### config.mk
export PLATFORM = sky130hd
export DESIGN_NAME = bcd_counter_mux7
export DESIGN_NICKNAME = d
export VERILOG_FILES = /design/src/rtl/bcd_counter_mux7.sv
export SDC_FILE = /design/constraint.sdc
export NUM_CORES = 1
export LEC_CHECK = 0
export CELL_PAD_IN_SITES_DETAIL_PLACEMENT = 1
export CELL_PAD_IN_SITES_GLOBAL_PLACEMENT = 1
export CORE_MARGIN = 3
export CORE_UTILIZATION = 45
export CTS_CLUSTER_DIAMETER = 150
export CTS_CLUSTER_SIZE = 28
export DETAILED_ROUTE_END_ITERATION = 7
export HOLD_SLACK_MARGIN = 0.02
export PLACE_DENSITY_LB_ADDON = 0.1
export REMOVE_ABC_BUFFERS = 1
export SLEW_MARGIN = 10
export SYNTH_ARGS = -nofsm -noshare
export SYNTH_HDL_FRONTEND = slang
export SYNTH_SLANG_ARGS = --single-unit
### constraint.sdc
create_clock -name clk -period 6.2 [get_ports clk]
set_input_delay 1.24 -clock clk [delete_from_list [all_inputs] [get_ports clk]]
set_output_delay 1.24 -clock clk [all_outputs]
set_load 0.1 [all_outputs]
### src/rtl/bcd_counter_mux7.sv
// Multi-digit BCD up/down counter with tick prescaler, wrap/saturate limits,
// clamped load, and a time-multiplexed active-low 7-segment digit scanner.
module bcd_counter_mux7 #(
  parameter int DIGITS   = 4,
  parameter int DIV      = 50000000,
  parameter int SCAN_DIV = 100000,
  parameter int SAT      = 0,
  parameter int LZB      = 0
) (
  input  logic                  clk,
  input  logic                  rst,
  input  logic                  enable,
  input  logic                  upDown,
  input  logic                  load,
  input  logic [4*DIGITS-1:0]   load_val,
  output logic [4*DIGITS-1:0]   count,
  output logic                  wrap,
  output logic                  at_limit,
  output logic [DIGITS-1:0]     an,
  output logic [6:0]            seg7
);

  localparam int CW = 4 * DIGITS;
  localparam int PW = (DIV > 1) ? $clog2(DIV) : 1;
  localparam int SW = (SCAN_DIV > 1) ? $clog2(SCAN_DIV) : 1;
  localparam int IW = (DIGITS > 1) ? $clog2(DIGITS) : 1;

  localparam logic [PW-1:0]     PRE_LAST  = PW'(DIV - 1);
  localparam logic [SW-1:0]     SCAN_LAST = SW'(SCAN_DIV - 1);
  localparam logic [IW-1:0]     IDX_LAST  = IW'(DIGITS - 1);
  localparam logic [DIGITS-1:0] AN_RESET  = ~(DIGITS'(1));

  function automatic logic [CW-1:0] all_nines();
    logic [CW-1:0] r;
    r = {CW{1'b0}};
    for (int i = 0; i < DIGITS; i++) begin
      r[4*i +: 4] = 4'd9;
    end
    return r;
  endfunction

  localparam logic [CW-1:0] ALL_NINES = all_nines();

  // Out-of-range digits collapse to 9 so the counter never holds non-BCD values.
  function automatic logic [CW-1:0] bcd_clamp(input logic [CW-1:0] v);
    logic [CW-1:0] r;
    r = v;
    for (int i = 0; i < DIGITS; i++) begin
      if (v[4*i +: 4] > 4'd9) begin
        r[4*i +: 4] = 4'd9;
      end else begin
        r[4*i +: 4] = v[4*i +: 4];
      end
    end
    return r;
  endfunction

  // Returns {carry_out, sum}; carry_out set only when the input was all-9s.
  function automatic logic [CW:0] bcd_inc(input logic [CW-1:0] v);
    logic [CW-1:0] r;
    logic          c;
    r = v;
    c = 1'b1;
    for (int i = 0; i < DIGITS; i++) begin
      if (c) begin
        if (v[4*i +: 4] == 4'd9) begin
          r[4*i +: 4] = 4'd0;
        end else begin
          r[4*i +: 4] = v[4*i +: 4] + 4'd1;
          c = 1'b0;
        end
      end else begin
        r[4*i +: 4] = v[4*i +: 4];
      end
    end
    return {c, r};
  endfunction

  // Returns {borrow_out, difference}; borrow_out set only when the input was all-0s.
  function automatic logic [CW:0] bcd_dec(input logic [CW-1:0] v);
    logic [CW-1:0] r;
    logic          b;
    r = v;
    b = 1'b1;
    for (int i = 0; i < DIGITS; i++) begin
      if (b) begin
        if (v[4*i +: 4] == 4'd0) begin
          r[4*i +: 4] = 4'd9;
        end else begin
          r[4*i +: 4] = v[4*i +: 4] - 4'd1;
          b = 1'b0;
        end
      end else begin
        r[4*i +: 4] = v[4*i +: 4];
      end
    end
    return {b, r};
  endfunction

  function automatic logic [6:0] seg_encode(input logic [3:0] d);
    logic [6:0] s;
    case (d)
      4'd0:    s = 7'b1000000;
      4'd1:    s = 7'b1111001;
      4'd2:    s = 7'b0100100;
      4'd3:    s = 7'b0110000;
      4'd4:    s = 7'b0011001;
      4'd5:    s = 7'b0010010;
      4'd6:    s = 7'b0000010;
      4'd7:    s = 7'b1111000;
      4'd8:    s = 7'b0000000;
      4'd9:    s = 7'b0010000;
      default: s = 7'b1111111;
    endcase
    return s;
  endfunction

  logic [PW-1:0]     pre_r;
  logic [SW-1:0]     scan_r;
  logic [IW-1:0]     idx_r;
  logic [CW-1:0]     count_r;
  logic              wrap_r;
  logic [DIGITS-1:0] an_r;

  logic              tick_s;
  logic              scan_end_s;
  logic [IW-1:0]     idx_nxt_s;
  logic [DIGITS-1:0] an_nxt_s;
  logic [CW:0]       inc_s;
  logic [CW:0]       dec_s;
  logic [CW:0]       step_s;
  logic [CW-1:0]     count_nxt_s;
  logic              wrap_nxt_s;
  logic [DIGITS-1:0] blank_s;
  logic              zero_above_s;
  logic [3:0]        digit_s;
  logic [6:0]        seg_s;

  assign tick_s     = (pre_r == PRE_LAST);
  assign scan_end_s = (scan_r == SCAN_LAST);

  // Next count: load wins over a tick; a limit crossing either wraps or holds.
  always_comb begin
    count_nxt_s = count_r;
    wrap_nxt_s  = 1'b0;
    inc_s       = bcd_inc(count_r);
    dec_s       = bcd_dec(count_r);
    step_s      = upDown ? inc_s : dec_s;
    if (load) begin
      count_nxt_s = bcd_clamp(load_val);
    end else if (tick_s && enable) begin
      if (step_s[CW] && (SAT != 0)) begin
        count_nxt_s = count_r;
      end else begin
        count_nxt_s = step_s[CW-1:0];
        wrap_nxt_s  = step_s[CW];
      end
    end else begin
      count_nxt_s = count_r;
    end
  end

  // Tick prescaler and counter state.
  always_ff @(posedge clk or negedge rst) begin
    if (!rst) begin
      pre_r   <= {PW{1'b0}};
      count_r <= {CW{1'b0}};
      wrap_r  <= 1'b0;
    end else begin
      if (load || tick_s) begin
        pre_r <= {PW{1'b0}};
      end else begin
        pre_r <= pre_r + PW'(1'b1);
      end
      count_r <= count_nxt_s;
      wrap_r  <= wrap_nxt_s;
    end
  end

  // Digit index advance and its one-hot active-low anode pattern.
  always_comb begin
    idx_nxt_s = idx_r;
    an_nxt_s  = {DIGITS{1'b1}};
    if (scan_end_s) begin
      if (idx_r == IDX_LAST) begin
        idx_nxt_s = {IW{1'b0}};
      end else begin
        idx_nxt_s = idx_r + IW'(1'b1);
      end
    end else begin
      idx_nxt_s = idx_r;
    end
    for (int i = 0; i < DIGITS; i++) begin
      an_nxt_s[i] = (idx_nxt_s != IW'(i));
    end
  end

  // Scan prescaler, digit index and anode register.
  always_ff @(posedge clk or negedge rst) begin
    if (!rst) begin
      scan_r <= {SW{1'b0}};
      idx_r  <= {IW{1'b0}};
      an_r   <= AN_RESET;
    end else begin
      if (scan_end_s) begin
        scan_r <= {SW{1'b0}};
      end else begin
        scan_r <= scan_r + SW'(1'b1);
      end
      idx_r <= idx_nxt_s;
      an_r  <= an_nxt_s;
    end
  end

  // Segment drive for the selected digit, with optional leading-zero blanking.
  always_comb begin
    blank_s      = {DIGITS{1'b0}};
    zero_above_s = 1'b1;
    for (int i = DIGITS - 1; i > 0; i--) begin
      zero_above_s = zero_above_s & (count_r[4*i +: 4] == 4'd0);
      blank_s[i]   = zero_above_s;
    end
    digit_s = count_r[{idx_r, 2'b00} +: 4];
    if ((LZB != 0) && blank_s[idx_r]) begin
      seg_s = 7'b1111111;
    end else begin
      seg_s = seg_encode(digit_s);
    end
  end

  assign count    = count_r;
  assign wrap     = wrap_r;
  assign an       = an_r;
  assign seg7     = seg_s;
  assign at_limit = upDown ? (count_r == ALL_NINES) : (count_r == {CW{1'b0}});

endmodule

==> results.md <==
* Max incr delay on CP at 1150 ps
* Status: finished clean
* Post-route setup TNS at 0 ps
* Crit path capture: seg7[3]
* Hold Buf Count CTS at 0
* Antenna cells at 0
* Drt drc at 0
* Mapped Cells at 472
* Tmin final at 4581 ps
* Max transition margin at 33.91%
* GRT Residual Overflow at 0
* Yosys top cell by area: dfrtp_1
* Yosys warns at 0
* Slew @ Worst Pin at 988.3 ps
* RSZ-0062 raised after global routing: false
* EDFF count, synth at 0
* Final-layout fill cell count at 1024
* CTS Buffer Depth at 2
* Crit path from: idx_r[0]
* Post-route clock period utilization at 73.89%
* Largest net degree at the start of global routing at 67
* Number of global-route vias before repair at 3734
* Wire per inst at 17.18 µm
* Startpoint Class: register
* Antenna Nets Post-Route at 0
* Final hold vios at 0
* Placed Area at 4745 µm²
* Slowest cell on crit path: clkdlybuf4s50_1
* Commonest cells in the netlist: 63 x dfrtp_1, 52 x nor2_1, 34 x nand2_1
* Initial antenna violation count at 0
* Hold slack at 491.6 ps
* # H-tree levels at 3
* Seq/Total Area, Yosys at 39.18%
* RR Startpoint: pre_r[0]
* Power Total at 0.001220 W
* Synth top area cells: dfrtp_1 37%, xnor2_1 5.4%, nor2_1 4.6%, xor2_1 3.7%, nand3_1 3.2%
* Row cnt at 34
* DPL Wire Length at 7335 µm
* Post_cts resized at 0
* Power per cell area at 245.5 nW/µm²
* Worst setup margin at 1619 ps
* Area of the mapped netlist at 4225 µm²
* Max Slew Vio Count at 0
* Reg2reg path depth at 6
* Post-Syn Area per Cell at 8.952 µm²
* First-pass GRT wire length at 18340 µm
* Synth top area share at 37.31%
* Reg2reg setup slack at 3700 ps
* Drt initial violations at 122
* Worst-Skew Late Latency at 350 ps
* WL final at 10630 µm
* Crit-path max FO at 9
* Worst VDD drop at 0.1327 mV
* Setup bufs post-CTS at 0
* # port buffers at 49
* Asr flop ratio synth at 100.0%
* Die X at 102.9 µm
* Num ports at 50
* Vias/cell at 5.885
* Min-delay worst type: register to register
* Die H at 102.9 µm
* WP data arrival at 3340 ps
* Setup WS pre-CTS at 1660 ps
* P&R area growth vs syn at 17.65%
* FMAX at 218.3 MHz
* CTS tree: built
* Layout cell share with drive strength beyond 1 at 8.415%
* Clk pin slew, worst setup/hold paths at 80 ps
* Worst r2r dst: count[13]
* GR Util All Layers at 21.80%
* Total Die Area at 10590 µm²
* Drt first pass iters at 4
* Post-route cell area at 4971 µm²
* TritonCTS Buffers at 9
* Max-cap viol count at 0
* # clock sinks at 66
* Layout Skew at 9.046 ps
* Worst-path cell chain: mux4_2, inv_1, ha_1, a22oi_1, clkdlybuf4s50_1
* Placer Congestion at 0.8420
* Fin nets at 535
* Synth Register Bits at 66
* Initial Util at 47.30%
* Count leader, synth: dfrtp_1
* Core ar. at 8934 µm²
* CTS root buffer: clkbuf_8
* Setup violators final at 0
* P_leak at 1.957 nW
* Worst Setup End Kind: primary output
* Most used DFF post-synth: dfrtp_1
* Post-synth cell types at 57
* Worst EP required at 4960 ps
* Kind of critical path: register to primary output
* Total number of vias at 3643
worst max-delay path, delay by kind of cell, from the launching register on:
| kind | cells | cell delay (ps) |
|---|---|---|
| buffers and inverters | 2 | 1320 |
| muxes | 1 | 640 |
| adders and majority gates | 1 | 270 |
| AOI/OAI and AO/OA | 1 | 170 |
| DFF | 1 | 580 |
through the flow:
stage	util (%)	std cells
2_1_floorplan	-	442
6_report	55.64	619
4_1_cts	55.64	619
3_3_place_gp	53.11	603
5_1_grt	55.64	619
3_5_place_dp	53.11	603
layout make-up:
class                      instances  area (µm²)  share of cell area [%]
multi-input combinational        357        2370                   47.67
sequential                        66        1655                   33.30
timing repair buffer              53       513.0                   10.32
clock buffer                      10       137.6                   2.769
tap                              108       135.1                   2.718
clock inverter                     6       88.84                   1.787
inverter                          19       71.32                   1.435
power by group:
group	leakage (nW)	internal, W	switching, W	total, W
clock	0.109	0.000238	0.000180	0.000418
sequential	0.867	0.000443	0.0000406	0.000484
combinational	0.980	0.0000962	0.000222	0.000319
total	1.96	0.000777	0.000443	0.00122
cell families after synthesis:
| kind of cell | synth area share (%) |
|---|---|
| AO/OA/AOI/OAI | 13.95 |
| multiplexers | 5.064 |
| flip-flops | 39.18 |
| AND/OR/NAND/NOR | 25.58 |
| buffers and inverters | 4.738 |
| adder cells (fa/ha/maj) | 2.369 |
| XOR/XNOR | 9.121 |
how the worst min path moves through the flow:
stage                            end        from  cells after the start  slack, ps
after global placement     scan_r[0]   scan_r[0]                      1        470
after floorplan             pre_r[0]    pre_r[0]                      1        450
after CTS                 scan_r[14]  scan_r[14]                      1        490
after global routing      scan_r[14]  scan_r[14]                      1        540
final                     scan_r[14]  scan_r[14]                      1        490
after detailed placement  scan_r[14]  scan_r[14]                      1        480
metal layers:
| metal | GRT usage [%] | part of all wire, % | up-vias |
|---|---|---|---|
| li1 | - | - | 1748 |
| met1 | 27.70 | 44 | 1840 |
| met2 | 38.33 | 52 | 44 |
| met3 | 2.909 | 2.4 | 11 |
| met4 | 7.072 | 1.4 | 0 |
| met5 | 0 | 0 | - |
cells in the final DEF (no fill, tap or decap), types with 5 or more instances in the layout:
cell / instances
xor2_1: 18
or3_1: 7
nor2b_1: 6
nor3_1: 13
xnor2_1: 26
clkbuf_8: 10
mux2i_1: 9
dfrtp_1: 63
ha_1: 8
inv_1: 19
nor2_1: 52
o21ai_1: 5
buf_4: 5
nand3_1: 27
nand4_1: 15
nor4_1: 10
clkdlybuf4s50_1: 47
and4_1: 7
a21oi_1: 17
and3_1: 7
o21ai_0: 27
nand2_1: 34
registers in the layout (all words and copies together) (netlist names):
signal / count
idx_r: 2
count: 16
scan_r: 17
wrap: 1
an: 4
pre_r: 26
Power figures use the tool's default switching activity.
